### config.mk
export PLATFORM = sky130hd
export DESIGN_NAME = hazard_scoreboard
export DESIGN_NICKNAME = d
export VERILOG_FILES = /design/src/rtl/hazard_pkg.sv /design/src/rtl/mdu_scoreboard.sv /design/src/rtl/hazard_scoreboard.sv
export SDC_FILE = /design/constraint.sdc
export NUM_CORES = 1
export LEC_CHECK = 0
export ABC_AREA = 1
export BUFFER_PORTS_ARGS = -buffer_cell sky130_fd_sc_hd__buf_4
export CAP_MARGIN = 20
export CORE_MARGIN = 5
export CORE_UTILIZATION = 57
export DETAILED_ROUTE_END_ITERATION = 12
export PLACE_DENSITY = 0.91
export SLEW_MARGIN = 15
export SYNTH_ARGS = -nofsm -noshare
export SYNTH_HDL_FRONTEND = slang
export SYNTH_SLANG_ARGS = --single-unit
### constraint.sdc
create_clock -name clk -period 2.76 [get_ports clk]
set_input_delay 0.414 -clock clk [delete_from_list [all_inputs] [get_ports clk]]
set_output_delay 0.414 -clock clk [all_outputs]
set_load 0.01 [all_outputs]
### src/rtl/hazard_pkg.sv
// Shared types and defaults for the pipeline hazard controller.
package hazard_pkg;

  typedef enum logic [1:0] {
    NO_FWD  = 2'b00,
    WB_FWD  = 2'b01,
    MEM_FWD = 2'b10
  } fwd_sel_t;

  localparam int MDU_LAT_DEF = 8;

endpackage

### src/rtl/mdu_scoreboard.sv
// Pending-write scoreboard and latency countdown for the single non-pipelined MDU.
module mdu_scoreboard
  import hazard_pkg::*;
#(
  parameter int NREGS   = 32,
  parameter int MDU_LAT = MDU_LAT_DEF,
  parameter int AW      = $clog2(NREGS),
  parameter int CW      = $clog2(MDU_LAT + 1)
) (
  input  logic               clk,
  input  logic               rst,
  input  logic               start,
  input  logic [AW-1:0]      startRd,
  input  logic [2:0][AW-1:0] lookupAddr,
  output logic [2:0]         lookupHit,
  output logic               busy,
  output logic               wbEn,
  output logic [AW-1:0]      wbRd
);

  localparam logic [CW-1:0] LAT_C = CW'(MDU_LAT);

  logic [NREGS-1:0] sb;
  logic [CW-1:0]    cnt;

  assign busy = (cnt != '0);
  assign wbEn = (cnt == CW'(1));

  always_ff @(posedge clk) begin
    if (rst) begin
      cnt <= '0;
    end else if (start) begin
      cnt <= LAT_C;
    end else if (busy) begin
      cnt <= cnt - CW'(1);
    end
  end

  always_ff @(posedge clk) begin
    if (rst) begin
      wbRd <= '0;
    end else if (start) begin
      wbRd <= startRd;
    end
  end

  // start and wbEn never coincide (a busy unit blocks issue), but set wins anyway
  always_ff @(posedge clk) begin
    if (rst) begin
      sb <= '0;
    end else begin
      if (wbEn) sb[wbRd] <= 1'b0;
      if (start && startRd != '0) sb[startRd] <= 1'b1;
    end
  end

  for (genvar i = 0; i < 3; i++) begin : g_lookup
    assign lookupHit[i] = sb[lookupAddr[i]];
  end

endmodule

### src/rtl/hazard_scoreboard.sv
// Hazard controller: forwarding selects, stalls/flushes, and MDU issue/writeback control.
module hazard_scoreboard
  import hazard_pkg::*;
#(
  parameter int NREGS   = 32,
  parameter int AW      = $clog2(NREGS),
  parameter int MDU_LAT = MDU_LAT_DEF,
  parameter int CW      = $clog2(MDU_LAT + 1)
) (
  input  logic          clk,
  input  logic          rst,
  input  logic [AW-1:0] r1AddrD,
  input  logic [AW-1:0] r2AddrD,
  input  logic [AW-1:0] rdD,
  input  logic          regWriteD,
  input  logic          mduOpD,
  input  logic [AW-1:0] r1AddrE,
  input  logic [AW-1:0] r2AddrE,
  input  logic [AW-1:0] rdE,
  input  logic          regSrcE0,
  input  logic [AW-1:0] rdM,
  input  logic [AW-1:0] rdW,
  input  logic          regWriteM,
  input  logic          regWriteW,
  input  logic          usePredict,
  input  logic          pcSelE,
  input  logic          wrongBranchE,
  output logic [1:0]    fwdAE,
  output logic [1:0]    fwdBE,
  output logic          stallF,
  output logic          stallD,
  output logic          flushD,
  output logic          flushE,
  output logic          mduStart,
  output logic          mduWbEn,
  output logic [AW-1:0] mduWbRd,
  output logic          mduBusy
);

  function automatic fwd_sel_t fwdSel(input logic [AW-1:0] addrE,
                                      input logic [AW-1:0] rM, input logic wM,
                                      input logic [AW-1:0] rW, input logic wW);
    if (wM && rM != '0 && addrE == rM) return MEM_FWD;
    if (wW && rW != '0 && addrE == rW) return WB_FWD;
    return NO_FWD;
  endfunction

  assign fwdAE = fwdSel(r1AddrE, rdM, regWriteM, rdW, regWriteW);
  assign fwdBE = fwdSel(r2AddrE, rdM, regWriteM, rdW, regWriteW);

  logic [2:0] sbHit;
  logic       bKill, loadUse, sbRaw, sbWaw, mduStruct, hold;

  assign bKill = usePredict ? wrongBranchE : pcSelE;

  assign loadUse   = regSrcE0 && rdE != '0 && (r1AddrD == rdE || r2AddrD == rdE);
  assign sbRaw     = (sbHit[0] && r1AddrD != '0) || (sbHit[1] && r2AddrD != '0);
  assign sbWaw     = regWriteD && sbHit[2] && rdD != '0;
  assign mduStruct = mduOpD && mduBusy;
  assign hold      = loadUse || sbRaw || sbWaw || mduStruct;

  // a kill discards the D instruction, so it overrides any stall
  assign stallF   = hold && !bKill;
  assign stallD   = hold && !bKill;
  assign flushD   = bKill;
  assign flushE   = bKill || hold;
  assign mduStart = mduOpD && regWriteD && !hold && !bKill;

  mdu_scoreboard #(
    .NREGS  (NREGS),
    .MDU_LAT(MDU_LAT),
    .AW     (AW),
    .CW     (CW)
  ) u_sb (
    .clk       (clk),
    .rst       (rst),
    .start     (mduStart),
    .startRd   (rdD),
    .lookupAddr({rdD, r2AddrD, r1AddrD}),
    .lookupHit (sbHit),
    .busy      (mduBusy),
    .wbEn      (mduWbEn),
    .wbRd      (mduWbRd)
  );

endmodule
==> results of run 1 <==
==> cell families (layout without fill, tap and decap cells) <==
group / after synthesis / count (layout)
simple gates: 343 / 343
buf+inv: 97 / 149
compound gates: 96 / 96
flops: 41 / 41
xor+xnor: 28 / 28
fa+ha+maj: 3 / 3
mux: 1 / 1
==> final timing paths <==
path | start | end | slack (ns) | cells past startpoint
max | u_sb.cnt[0] | mduStart | 0.16 | 10
min | rdD[3] | u_sb.wbRd[3] | 0.42 | 3
max reg2reg | u_sb.cnt[0] | u_sb.sb[7] | 0.43 | 11
min reg2reg | u_sb.sb[0] | u_sb.sb[0] | 0.47 | 2
==> area by class of cell <==
cell class / count / area (µm²)
multi-input combinational: 471 / 2320
sequential: 41 / 821
fill: 579 / 2110
clock buffer: 6 / 82.6
inverter: 69 / 267
tap: 77 / 96.3
clock inverter: 2 / 37.5
timing repair buffer: 72 / 544
==> worst reg2reg max path, cell delays in order, from the launching register on <==
cell	delay, ns
dfxtp_1	0.33
inv_1	0.12
ha_1	0.17
nand3_1	0.10
nand2_1	0.14
a21boi_1	0.21
nand3_2	0.12
nor3_4	0.34
buf_4	0.18
buf_4	0.26
nand4_1	0.15
a21oi_1	0.15
==> synthesized netlist by cell type, types with 2 or more instances <==
cell type | count | area (µm²)
xnor2_1 | 15 | 131
nand3_1 | 52 | 260
o21ai_0 | 41 | 205
nand2_4 | 2 | 22.5
clkbuf_1 | 6 | 22.5
buf_2 | 3 | 15.0
nand3_2 | 2 | 20.0
nand4_1 | 33 | 206
ha_1 | 3 | 37.5
inv_1 | 64 | 240
o211ai_1 | 7 | 52.6
a21oi_1 | 35 | 175
nand2_1 | 169 | 634
xor2_1 | 13 | 114
nor2_1 | 65 | 244
buf_1 | 4 | 15.0
dfxtp_1 | 41 | 821
nand2_2 | 2 | 12.5
inv_4 | 3 | 18.8
inv_2 | 2 | 7.51
o21ai_1 | 6 | 30.0
buf_6 | 14 | 158
o31ai_1 | 3 | 22.5
nor3_1 | 12 | 60.1
nor4_1 | 2 | 12.5
==> layer usage <==
layer  GRT usage  share of wire  routed length (µm)  up-vias
met1       0.343           0.39                4450     1926
met5           0              0                   0        -
li1            -              -                   -     2092
met2       0.446           0.47                5370      298
met4       0.110          0.027                 306        0
met3      0.0392           0.11                1290       35
==> metrics by stage <==
step / area [µm²] / util / cells / TNS, ns / total power [mW]
6_report: 4170 / 0.664 / 738 / 0 / 1.78
3_3_place_gp: 4020 / 0.641 / 727 / 0 / 1.23
5_1_grt: 4170 / 0.664 / 738 / -0.0163 / 1.86
2_1_floorplan: 3620 / - / 609 / 0 / 1.05
4_1_cts: 4140 / 0.660 / 735 / 0 / 1.75
3_5_place_dp: 4020 / 0.641 / 727 / 0 / 1.25
==> registers in the layout (all words and copies together) (netlist names) <==
name / count
u_sb.cnt: 4
u_sb.wbRd: 5
u_sb.sb: 32
==> where the power goes <==
part           internal [mW]  switching [mW]
clock                  0.294           0.221
combinational          0.246           0.370
sequential             0.619          0.0270
==> repair_timing <==
action                                  in CTS  in global routing
buffers inserted                             0                  3
hold endpoints to repair                     0                  0
resized for setup                            0                  1
endpoints found under the setup margin       0                  1
hold buffers                                 0                  0
==> impl_metrics.csv, run 1 <==
group,metric,value,unit
synth,ys_seq_area_frac,0.226,
route,vias,4351,
sta,setup_ws,0.155,ns
grt,grt_pass1_vias,3962,
critical_path,criticalPathCategory,"reg -> out",
synth,synthXorXnorAreaFrac,0.0677,
critical_path,crit_path_end_kind,"output pin",
grt,grt.overflow.total,0,
layout,syn_to_final_growth,15.0,%
synth,synth_nets,662,
placed_design,dpl.hpwl,8590,µm
critical_path,cp_slowest_stage_delay,0.34,ns
clocking,clk_pin_slew,0.08,ns
grt,grt_max_degree,35,
floorplan,rows,29,
critical_path,worstPathRequired,2.35,ns
sta,hold_ws,0.417,ns
synth,async_flop_share,0,
sta,hold_viol_final,0,
synth,ys_types,35,
critical_path,arrival,2.19,ns
sta,max_freq,384,MHz
clocking,htreeDepth,2,
floorplan,start_util,0.577,
route,drt_iter0_markers,384,
critical_path,path_cells,"inv_1 > ha_1 > nand3_1 > nand2_1 > a21boi_1 > nand3_2 > nor3_4 > nand2_4 > inv_1 > buf_4",
floorplan,core,6280,µm²
power,peakVddDrop,773,µV
flow_run,cap_violations,0,
route,routed_wl,11400,µm
clocking,cts_tree,"built",
synth,synth_top_family_by_area,"simple AND/OR/NAND/NOR gates",
route,drc,0,
synth,synth_compound_area_frac,0.143,
floorplan,dieArea,8050,µm²
sta,final.period_utilization,0.944,
synth,yosys.area_share.simple,0.417,
critical_path,path_buf_inv,3,
synth,synth-seq-cells,41,
clocking,cts_max_path_buffers,2,
placed_design,port_buffers,65,
sta,maxSlewViolCount,0,
critical_path,critPathSlowestCell,"nor3_4",
critical_path,worstPathMaxFanout,13,
sta,skew,0.00821,ns
grt,grt_pass1_wl,18400,µm
grt,antenna_found_initial,0,
layout,layout_commonest_cell,"nand2_1",
grt,grt_use_total,0.267,
floorplan,die-height,89.7,µm
synth,synth-adder-area-share,0.0104,
sta,maxSlewHeadroom,0.580,
layout,diodes,0,
power,powerDensity,427,nW/µm²
sta,worstMarginPinSlew,0.628,ns
synth,synth-edff-count,0,
placed_design,place_ws,0.152,ns
clocking,cts-root-buf,"clkbuf_8",
layout,layout_common_cells,"nand2_1 (169), buf_4 (71), nor2_1 (65)",
synth,synthMuxAreaShare,0.00276,
route,drtPass1Iterations,5,
synth,syn_area,3620,µm²
clocking,clk_latency,0.30,ns
synth,synth_cells,609,
route,viasPerCell,5.90,
clocking,numCtsBuffers,5,
sta,min_period,2.60,ns
floorplan,ios,66,
layout,nets,713,
synth,synthFlopType,"dfxtp_1",
floorplan,die_w,89.7,µm
sta,setup_violations,0,
status,outcome,"complete, no violations",
synth,syn_area_per_cell,5.95,µm²
synth,yosys_warnings,0,
critical_path,critPathTopFamily,"simple AND/OR/NAND/NOR gates",
worst_hold_path,hold_path.class,"in -> reg",
critical_path,worst_path_most_repeated_cell,"inv_1",
layout,final_layout_size_suffix_gt1_frac,0.142,
power,power_leakage,1.89,nW
route,antenna_left,0,
route,wire_per_inst,15.5,µm
critical_path,critPathLaunchType,"register",
placed_design,finalWeightedCongestion,1.00,
clocking,numClockSinks,41,
Power figures use the tool's default switching activity.
==> run 2: changes to the inputs <==
--- a/config.mk
+++ b/config.mk
@@ -11,6 +11,7 @@
 export CORE_MARGIN = 5
 export CORE_UTILIZATION = 57
 export DETAILED_ROUTE_END_ITERATION = 12
+export GPL_TIMING_DRIVEN = 0
 export PLACE_DENSITY = 0.91
 export SLEW_MARGIN = 15
 export SYNTH_ARGS = -nofsm -noshare
==> run 2 against run 1 <==
Net effect:
- combinational power rose by 8.3%
- count of clock-buffer cells in the layout shrank 1
- die area is the same
- worst hold slack got worse by 0.021 ns
- via count is 0.18% lower
- final cell count increased by 2.4%
- total power fell by 4.8%
- critical path type unchanged
- critical endpoint unchanged
- largest cell class unchanged
- largest power group is now combinational logic
==> impl_metrics.csv, run 2 (synthesis results as in run 1) <==
group,metric,value,unit
critical_path,path_buf_inv,5,
grt,grt_max_degree,14,
layout,diodes,0,
sta,hold_viol_final,0,
placed_design,finalWeightedCongestion,0.930,
route,vias,4343,
layout,final_layout_size_suffix_gt1_frac,0.155,
grt,grt_use_total,0.277,
placed_design,port_buffers,60,
floorplan,die-height,89.7,µm
route,antenna_left,0,
power,power_leakage,1.95,nW
sta,max_freq,384,MHz
critical_path,crit_path_end_kind,"output pin",
grt,antenna_found_initial,0,
floorplan,dieArea,8050,µm²
floorplan,start_util,0.577,
clocking,cts_tree,"built",
placed_design,dpl.hpwl,9090,µm
floorplan,rows,29,
clocking,numCtsBuffers,5,
power,p_total,1.69,mW
clocking,clk_latency,0.29,ns
critical_path,criticalPathCategory,"reg -> out",
sta,rsz0062_at_grt,"false",
critical_path,arrival,2.19,ns
power,powerDensity,394,nW/µm²
clocking,cts_max_path_buffers,2,
clocking,clk_pin_slew,0.08,ns
worst_hold_path,hold_path.class,"in -> reg",
grt,grt_pass1_vias,4097,
sta,worstMarginPinSlew,0.734,ns
critical_path,r2r_slack,0.44,ns
layout,nets,731,
floorplan,die_w,89.7,µm
layout,top_register,"u_sb.sb",
critical_path,critPathLaunchType,"register",
sta,setup_violations,0,
layout,largest_register_ff_count,32,
critical_path,cp_slowest_stage_delay,0.33,ns
critical_path,worstPathMaxFanout,10,
route,viasPerCell,5.74,
clocking,cts-root-buf,"clkbuf_8",
route,drtPass1Iterations,5,
layout,nFillCells,580,
route,drc,0,
critical_path,critPathTopFamily,"simple AND/OR/NAND/NOR gates",
layout,layout_common_cells,"nand2_1 (168), nor2_1 (65), inv_1 (63)",
sta,min_period,2.61,ns
critical_path,critPathSlowestCell,"dfxtp_1",
grt,grt_pass1_wl,19100,µm
sta,tns,0,ns
clocking,htreeDepth,2,
sta,final.period_utilization,0.944,
critical_path,worst_path_most_repeated_cell,"inv_1",
route,routed_wl,11500,µm
route,wire_per_inst,15.2,µm
sta,skew,0.0104,ns
grt,grt.overflow.total,0,
critical_path,path_cells,"inv_1 > ha_1 > nand3_4 > nand2_2 > a21boi_1 > nand3_2 > nor3_4 > buf_12 > nand2_4 > buf_6 > inv_1 > buf_4",
power,peakVddDrop,601,µV
flow_run,cap_violations,0,
floorplan,core,6280,µm²
clocking,hold_buffers,0,
sta,maxSlewHeadroom,0.510,
layout,layout_commonest_cell,"nand2_1",
route,drt_iter0_markers,389,
clocking,numClockSinks,41,
sta,maxSlewViolCount,0,
status,outcome,"complete, no violations",
layout,syn_to_final_growth,18.6,%
layout,reg.largest.list,"u_sb.sb: 32 flops, u_sb.wbRd: 5 flops, u_sb.cnt: 4 flops",
critical_path,worstPathRequired,2.35,ns
floorplan,ios,66,
==> run 2: where the power goes <==
| part | leakage, nW | switching [mW] | internal, mW |
|---|---|---|---|
| registers | 0.331 | 0.0274 | 0.619 |
| clock network | 0.0439 | 0.204 | 0.174 |
| logic | 1.58 | 0.390 | 0.277 |
==> run 2: final timing paths <==
path | to | cells after the start | startpoint
max | mduStart | 12 | u_sb.cnt[1]
min | u_sb.wbRd[4] | 3 | rdD[4]
max reg2reg | u_sb.sb[27] | 6 | u_sb.cnt[1]
min reg2reg | u_sb.sb[0] | 2 | u_sb.sb[0]
==> run 2: repair_timing <==
action / CTS / global route
setup endpoints to repair: 2 / 2
pin swaps: 1 / 1
buffers inserted: 2 / 0
resized for setup: 1 / 3
==> run 2: area by class of cell <==
type                       instances  area, µm²  area share
multi-input combinational        471       2330       0.543
sequential                        41        821       0.191
timing repair buffer              62        478       0.111
inverter                          69        267      0.0620
buffer                            28        218      0.0506
tap                               77       96.3      0.0224
clock buffer                       5       68.8      0.0160
clock inverter                     3       17.5     0.00407
==> run 2: worst register-to-register path, delay by kind of cell (launching register included) <==
family | cells | cell delay (ns)
adder cells (fa/ha/maj) | 1 | 0.17
flip-flops | 1 | 0.33
AND/OR/NAND/NOR | 2 | 1.12
buffers and inverters | 1 | 0.12
AO/OA/AOI/OAI | 2 | 0.44
==> run 2: metrics by stage <==
| step | cells | util | cell area [µm²] | hold WS [ns] | setup slack, ns |
|---|---|---|---|---|---|
| finish | 756 | 0.685 | 4300 | 0.396 | 0.154 |
| CTS | 756 | 0.683 | 4290 | 0.395 | 0.0260 |
| floorplan | 609 | - | 3620 | 0.428 | 0.541 |
| global route | 756 | 0.685 | 4300 | 0.418 | 0.0254 |
| detailed placement | 746 | 0.665 | 4170 | 0.452 | 0.0275 |
| global placement | 746 | 0.665 | 4170 | 0.440 | 0.0846 |
==> run 2: layer usage <==
layer / vias to the layer above / part of all wire / global-route usage
met4: 0 / 0.030 / 0.112
met2: 212 / 0.48 / 0.462
met5: - / 0 / 0
met1: 1972 / 0.41 / 0.356
li1: 2129 / - / -
met3: 30 / 0.086 / 0.0417
